### config.mk
export PLATFORM = sky130hd
export DESIGN_NAME = alu_issue_ctrl
export DESIGN_NICKNAME = d
export VERILOG_FILES = /design/src/rtl/alu_issue_ctrl.sv
export SDC_FILE = /design/constraint.sdc
export NUM_CORES = 1
export LEC_CHECK = 0
export BUFFER_PORTS_ARGS = -buffer_cell sky130_fd_sc_hd__buf_4
export CAP_MARGIN = 20
export CORE_ASPECT_RATIO = 0.5
export CORE_UTILIZATION = 50
export CTS_BUF_LIST = sky130_fd_sc_hd__clkbuf_8 sky130_fd_sc_hd__clkbuf_16
export CTS_CLUSTER_DIAMETER = 40
export DETAILED_ROUTE_END_ITERATION = 10
export PLACE_DENSITY_LB_ADDON = 0.1
export SLEW_MARGIN = 5
export SYNTH_ARGS = -nofsm -noshare
export SYNTH_HDL_FRONTEND = slang
export SYNTH_SLANG_ARGS = --single-unit
### constraint.sdc
create_clock -name clock -period 4.22 [get_ports clock]
set_clock_uncertainty 0.1 [all_clocks]
set_input_delay 0.211 -clock clock [delete_from_list [all_inputs] [get_ports clock]]
set_output_delay 0.211 -clock clock [all_outputs]
set_load 0.05 [all_outputs]
### src/rtl/alu_issue_ctrl.sv
// Issue controller sitting between a requester and a combinational/multicycle ALU:
// accepts one operation at a time, drives the ALU, and holds the result until consumed.
module alu_issue_ctrl #(
  parameter int MULDIV_CYCLES = 8
) (
  input  logic        clock,
  input  logic        clear,
  input  logic        req_valid,
  output logic        req_ready,
  input  logic [3:0]  req_op,
  input  logic [31:0] req_a,
  input  logic [31:0] req_b,
  output logic [31:0] alu_a,
  output logic [31:0] alu_b,
  output logic [3:0]  alu_op,
  input  logic [31:0] alu_result,
  output logic        rsp_valid,
  input  logic        rsp_ready,
  output logic [31:0] rsp_z,
  output logic        rsp_illegal,
  output logic [15:0] op_count,
  output logic [1:0]  state_dbg
);

  // Handshakes: a transfer happens on a rising edge where valid and ready are both 1.
  // req_ready is 1 only in IDLE; rsp_valid is 1 only in RESP, and the response
  // payload stays frozen until the rsp_ready handshake.

  typedef enum logic [1:0] {
    IDLE = 2'd0,
    EXEC = 2'd1,
    RESP = 2'd2
  } state_t;

  localparam logic [3:0] OP_MUL      = 4'b1011;
  localparam logic [3:0] OP_DIV      = 4'b1100;
  localparam logic [3:0] MULDIV_LOAD = 4'(MULDIV_CYCLES - 1);

  state_t      state_q;
  state_t      state_d;
  logic [3:0]  cnt_q;
  logic [31:0] alu_a_q;
  logic [31:0] alu_b_q;
  logic [3:0]  alu_op_q;
  logic [31:0] rsp_z_q;
  logic        rsp_illegal_q;
  logic [15:0] count_q;

  logic accept;
  logic op_legal;
  logic op_muldiv;
  logic exec_done;
  logic rsp_done;

  assign op_legal  = (req_op <= OP_DIV);
  assign op_muldiv = (req_op == OP_MUL) || (req_op == OP_DIV);
  assign accept    = (state_q == IDLE) && req_valid;
  assign exec_done = (state_q == EXEC) && (cnt_q == 4'd0);
  assign rsp_done  = (state_q == RESP) && rsp_ready;

  always_ff @(posedge clock or negedge clear) begin
    if (!clear) begin
      state_q <= IDLE;
    end else begin
      state_q <= state_d;
    end
  end

  always_comb begin
    state_d   = state_q;
    req_ready = 1'b0;
    rsp_valid = 1'b0;
    case (state_q)
      IDLE: begin
        req_ready = 1'b1;
        if (req_valid) begin
          state_d = op_legal ? EXEC : RESP;
        end
      end
      EXEC: begin
        if (cnt_q == 4'd0) begin
          state_d = RESP;
        end
      end
      RESP: begin
        rsp_valid = 1'b1;
        if (rsp_ready) begin
          state_d = IDLE;
        end
      end
      default: begin
        state_d = IDLE;
      end
    endcase
  end

  // The ALU-facing registers double as the operand capture: an illegal opcode
  // never reaches the ALU, so they only load on legal acceptance.
  always_ff @(posedge clock or negedge clear) begin
    if (!clear) begin
      alu_a_q  <= 32'd0;
      alu_b_q  <= 32'd0;
      alu_op_q <= 4'd0;
      cnt_q    <= 4'd0;
    end else if (accept && op_legal) begin
      alu_a_q  <= req_a;
      alu_b_q  <= req_b;
      alu_op_q <= req_op;
      cnt_q    <= op_muldiv ? MULDIV_LOAD : 4'd0;
    end else if ((state_q == EXEC) && (cnt_q != 4'd0)) begin
      cnt_q <= cnt_q - 4'd1;
    end
  end

  always_ff @(posedge clock or negedge clear) begin
    if (!clear) begin
      rsp_z_q       <= 32'd0;
      rsp_illegal_q <= 1'b0;
    end else if (accept && !op_legal) begin
      rsp_z_q       <= 32'd0;
      rsp_illegal_q <= 1'b1;
    end else if (exec_done) begin
      rsp_z_q       <= alu_result;
      rsp_illegal_q <= 1'b0;
    end
  end

  // Counts consumed responses only, so an aborted operation never shows up here.
  always_ff @(posedge clock or negedge clear) begin
    if (!clear) begin
      count_q <= 16'd0;
    end else if (rsp_done) begin
      count_q <= count_q + 16'd1;
    end
  end

  assign alu_a       = alu_a_q;
  assign alu_b       = alu_b_q;
  assign alu_op      = alu_op_q;
  assign rsp_z       = rsp_z_q;
  assign rsp_illegal = rsp_illegal_q;
  assign op_count    = count_q;
  assign state_dbg   = state_q;

endmodule

==> results_dict.tcl, run 1 <==
set metrics [dict create \
    relSlewSlack 0.371 \
    layout.cells.most_common "nand2_1" \
    max_clock_freq_mhz 438 \
    gr-total-overflow 0 \
    synth-edff-count 0 \
    cts_root_buf "clkbuf_16" \
    final_cell_mix "nand2_1 (272), buf_4 (228), dfrtp_1 (123)" \
    grt_start_max_net_pins 72 \
    rsz0062_at_grt "no" \
    wl_um 16300 \
    ctsHoldBuffers 101 \
    reg2regPathDepth 4 \
    ios 225 \
    cp.arrival_ns 2.47 \
    die_h_um 72.5 \
    hpwl_um 8490 \
    wl_per_cell_um 16.4 \
    avgSynthCellArea_um2 9.46 \
    path_max_fanout 71 \
    cts_max_level 4 \
    yosys_warnings 0 \
    dieArea_mm2 0.0104 \
    worstSetupStartpointType "flip-flop" \
    synth.distinct_cells 39 \
    power_w 0.00719 \
    drt-vias-per-instance 5.03 \
    syn_area_mm2 0.00497 \
    fin_nets 955 \
    area_growth_pct 68.0 \
    ys.flop_type "dfrtp_1" \
    core-area_mm2 0.00954 \
    status "complete, no violations" \
    grt_pass1_vias 4939 \
    cts-buffers-inserted 17 \
    drt_iter0_drc 230 \
    ant_nets 0 \
    clock-sinks 123 \
    power_density_mw_per_mm2 862 \
    grt_pass1_wl_um 24600 \
    finalCritPeriodShare 0.542 \
    vias 4995 \
    insertion_delay_ns 0.40 \
    setup_slack_ns 1.93 \
    synth_fp_nets 631 \
    dr.pass1.iters 5 \
    clk_pin_slew_ns 0.05 \
    r2r-end "cnt_q[0]" \
    antenna_found_initial 0 \
    post_cts_buffers 0 \
    ctsLongestPathBuffers 2 \
    io_buffers 224 \
    max-cap-violations 0 \
    place_congestion 0.804 \
    cts_resized 0 \
    crit_type "reg2reg" \
    seq_area_frac_synth 0.620 \
    p_leak_nw 4.38 \
    pre_cts_slack_ns 1.83 \
    finalMaxSlewViolations 0 \
    r2r-start "state_dbg[0]" \
    cp_data_required_time_ns 4.40 \
    ys_ff_latch 123 \
    final_cell_count_no_fill 994 \
    vdd_drop_max_mv 0.585 \
    crit_path_end_kind "flip-flop" \
    synthArstFlopShare 1.00 \
    hold_viol 0 \
    hold_class "in2reg" \
    cts_tree "yes" \
    antenna_cells 0 \
    tightest_slew_ns 0.944 \
    drive_gt1_frac 0.310 \
    utilization 0.874 \
    start_util 0.521 \
    syn_inst 525 \
    setup_viol 0 \
    crit_start "state_dbg[0]" \
    gr-usage-all-layers 0.320 \
    core.rowCount 25 \
    period_needed_ns 2.29 \
    dp_cells 862 \
    fin_tns_setup_ns 0 \
    crit_end "cnt_q[0]" \
    reg2reg_slack_ns 1.93 \
    dieWidth_um 143 \
    drc 0 \
]
## kinds of logic after synthesis
group / count (synthesis) / synth area share
AO/OA/AOI/OAI: 45 / 0.0522
AND/OR/NAND/NOR: 308 / 0.255
multiplexers: 2 / 0.00529
adder cells (fa/ha/maj): 2 / 0.00504
flip-flops: 123 / 0.620
XOR/XNOR: 16 / 0.0282
buffers and inverters: 29 / 0.0343
## Yosys cell counts (all sizes together) (3+ instances only)
cell type	n	area share
nand2	273	0.21
inv	3	0.0023
and4	3	0.0053
nand3	6	0.0060
nor2	8	0.010
o211ai	3	0.0045
nand4	4	0.0050
xnor2	15	0.026
clkbuf	6	0.0045
dfrtp	123	0.62
buf	20	0.027
a21oi	32	0.032
## sequential cells by signal (all words and copies together), names as in the netlist
signal	flops
alu_a	32
alu_b	32
alu_op	4
cnt_q	4
op_count	16
rsp_illegal	1
rsp_z	32
state_dbg	2
## worst min-delay path by stage
stage / from / to / cells after the start
CTS: rsp_ready / state_dbg[1] / 3
global placement: clear / alu_b[30] / 1
global route: rsp_ready / state_dbg[1] / 3
floorplan: clear / alu_a[0] / 0
detailed placement: clear / alu_a[18] / 1
finish: rsp_ready / op_count[2] / 3
## worst max-delay path: stages, from the launching register on
cell and delay (ns):
dfrtp_1 0.47, or3b_4 0.49, nor2_8 0.71, nor2_2 0.06, mux2_4 0.33
## routing by layer
metal | global-route usage | vias up | wire length, µm
met5 | 0 | - | 0
met4 | 0.128 | 0 | 369
met3 | 0.0983 | 36 | 1180
met2 | 0.580 | 237 | 8600
met1 | 0.358 | 2413 | 6180
li1 | - | 2309 | -
## cell type report
type / instances / area [µm²]
inverters: 3 / 11.3
well taps: 135 / 169
clock buffers: 21 / 480
fillers: 469 / 1200
repair buffers: 331 / 2770
multi-input cells: 373 / 1720
flip-flops and latches: 123 / 3080
clock inverters: 8 / 119
## report_power, final
group	switching [W]	internal, W	total (W)
logic	0.00259	0.00109	0.00368
registers	0.000344	0.00168	0.00202
clock network	0.000508	0.000977	0.00149
total	0.00344	0.00375	0.00719
## per-stage QoR
stage	hold slack, ns	cell area (µm²)
final	0.0228	8340
after global routing	0.0257	8340
after CTS	0.0115	8300
after floorplan	-0.185	4970
after global placement	0.293	6690
after detailed placement	0.301	6690
No activity file was read; power rests on OpenSTA's default activity.
==> run 2: changes to the inputs <==
--- a/config.mk
+++ b/config.mk
@@ -8,7 +8,7 @@
 export BUFFER_PORTS_ARGS = -buffer_cell sky130_fd_sc_hd__buf_4
 export CAP_MARGIN = 20
 export CORE_ASPECT_RATIO = 0.5
-export CORE_UTILIZATION = 50
+export CORE_UTILIZATION = 42
 export CTS_BUF_LIST = sky130_fd_sc_hd__clkbuf_8 sky130_fd_sc_hd__clkbuf_16
 export CTS_CLUSTER_DIAMETER = 40
 export DETAILED_ROUTE_END_ITERATION = 10
==> constraint.sdc (replaced) <==
create_clock -name clock -period 1.8 [get_ports clock]
set_clock_uncertainty 0.1 [all_clocks]
set_input_delay 0.09 -clock clock [delete_from_list [all_inputs] [get_ports clock]]
set_output_delay 0.09 -clock clock [all_outputs]
set_load 0.05 [all_outputs]
==> results_dict.tcl, run 2 (same netlist as run 1, synthesis figures left out) <==
set metrics [dict create \
    status "complete, no violations" \
    ios 225 \
    cts_max_level 4 \
    dieWidth_um 156 \
    p_leak_nw 4.48 \
    cp_cell_sequence "inv_2, ha_4, nor3b_4, and2_4, clkbuf_16, nand2_1, a21oi_1" \
    drive_gt1_frac 0.328 \
    die_h_um 78.9 \
    power_density_mw_per_mm2 1980 \
    power_w 0.0171 \
    drt-vias-per-instance 4.67 \
    crit_start "cnt_q[1]" \
    grt_pass1_vias 4861 \
    crit_path_end_kind "flip-flop" \
    reg2regPathDepth 7 \
    gr-total-overflow 0 \
    whs_ns 0.0644 \
    r2r-start "cnt_q[1]" \
    drc 0 \
    cts_tree "yes" \
    layout.cells.most_common "nand2_1" \
    hpwl_um 8390 \
    max_clock_freq_mhz 586 \
    ant_nets 0 \
    period_needed_ns 1.71 \
    dr.pass1.iters 4 \
    cts-buffers-inserted 17 \
    hold_viol 0 \
    wl_um 14700 \
    cts_root_buf "clkbuf_16" \
    io_buffers 224 \
    reg2reg_slack_ns 0.09 \
    setup_slack_ns 0.0938 \
    finalMaxSlewViolations 0 \
    vdd_drop_max_mv 1.22 \
    setup_viol 0 \
    antenna_cells 0 \
    hold_class "in2async" \
    crit_slowest_cell "dfrtp_1" \
    relSlewSlack 0.724 \
    crit_type "reg2reg" \
    final_cell_count_no_fill 1031 \
    grt_start_max_net_pins 50 \
    cp_data_required_time_ns 2.03 \
    final_cell_mix "nand2_1 (272), buf_4 (228), dfrtp_1 (121)" \
    place_congestion 0.798 \
    path_max_fanout 8 \
    area_growth_pct 73.9 \
    vias 4815 \
    antenna_found_initial 0 \
    dp_cells 891 \
    clock-sinks 123 \
    start_util 0.441 \
    worstSetupStartpointType "flip-flop" \
    max-cap-violations 0 \
    tightest_slew_ns 0.410 \
    dieArea_mm2 0.0123 \
    drt_iter0_drc 272 \
    clk_pin_slew_ns 0.06 \
    core-area_mm2 0.0112 \
    wl_per_cell_um 14.3 \
    cp.arrival_ns 1.93 \
    insertion_delay_ns 0.40 \
    pre_cts_slack_ns -0.0237 \
    fin_nets 965 \
    gr-usage-all-layers 0.241 \
    ctsLongestPathBuffers 2 \
    max_stage_delay_ns 0.39 \
    core.rowCount 27 \
    grt_pass1_wl_um 23200 \
    finalCritPeriodShare 0.948 \
]
## run 2: area by class of cell
class / count / area, µm²
Inverter: 3 / 11.3
Clock inverter: 13 / 175
Fill cell: 767 / 2620
Timing Repair Buffer: 341 / 2960
Clock buffer: 19 / 453
Tap cell: 159 / 199
Multi-Input combinational cell: 373 / 1760
Sequential cell: 123 / 3080
## run 2: stage by stage
stage	util	setup TNS [ns]	instance area (µm²)
3_3_place_gp	0.609	0	6860
6_report	0.768	0	8630
4_1_cts	0.757	0	8510
3_5_place_dp	0.609	-0.0653	6860
2_1_floorplan	-	0	4980
5_1_grt	0.768	-0.0112	8630
## run 2: per-layer routing
| metal | up-vias | part of all wire | global-route usage |
|---|---|---|---|
| met5 | - | 0 | 0 |
| met4 | 0 | 0.017 | 0.0961 |
| met3 | 23 | 0.060 | 0.0666 |
| met2 | 150 | 0.50 | 0.418 |
| met1 | 2309 | 0.43 | 0.286 |
| li1 | 2333 | - | - |
## run 2: where the power goes
group          leakage [nW]  internal [W]  switching, W
sequential             1.57       0.00394      0.000745
clock                 0.311       0.00238       0.00121
combinational          2.60       0.00276       0.00603
total                  4.48       0.00908       0.00798
## run 2: what timing repair did
action	in CTS	in global routing
gates resized for setup	1	7
endpoints found under the hold margin	227	0
gates cloned	0	4
setup endpoints to repair	12	34
pin swaps	0	2
hold buffers	102	0
setup buffers	0	2
## run 2: final timing paths
check	to
worst min register to register	alu_a[30]
min in group clock	cnt_q[2]
worst max register to register	rsp_z[19]
max in group asynchronous	alu_b[21]
worst min-delay path	alu_a[21]
worst max-delay path	rsp_z[19]
## run 2: worst max-delay path: cells and delay by family (launching register included)
| family | cells | cell delay (ns) |
|---|---|---|
| buffers and inverters | 2 | 0.25 |
| AO/OA/AOI/OAI | 1 | 0.13 |
| flip-flops | 1 | 0.39 |
| AND/OR/NAND/NOR | 3 | 0.63 |
| adder cells (fa/ha/maj) | 1 | 0.14 |
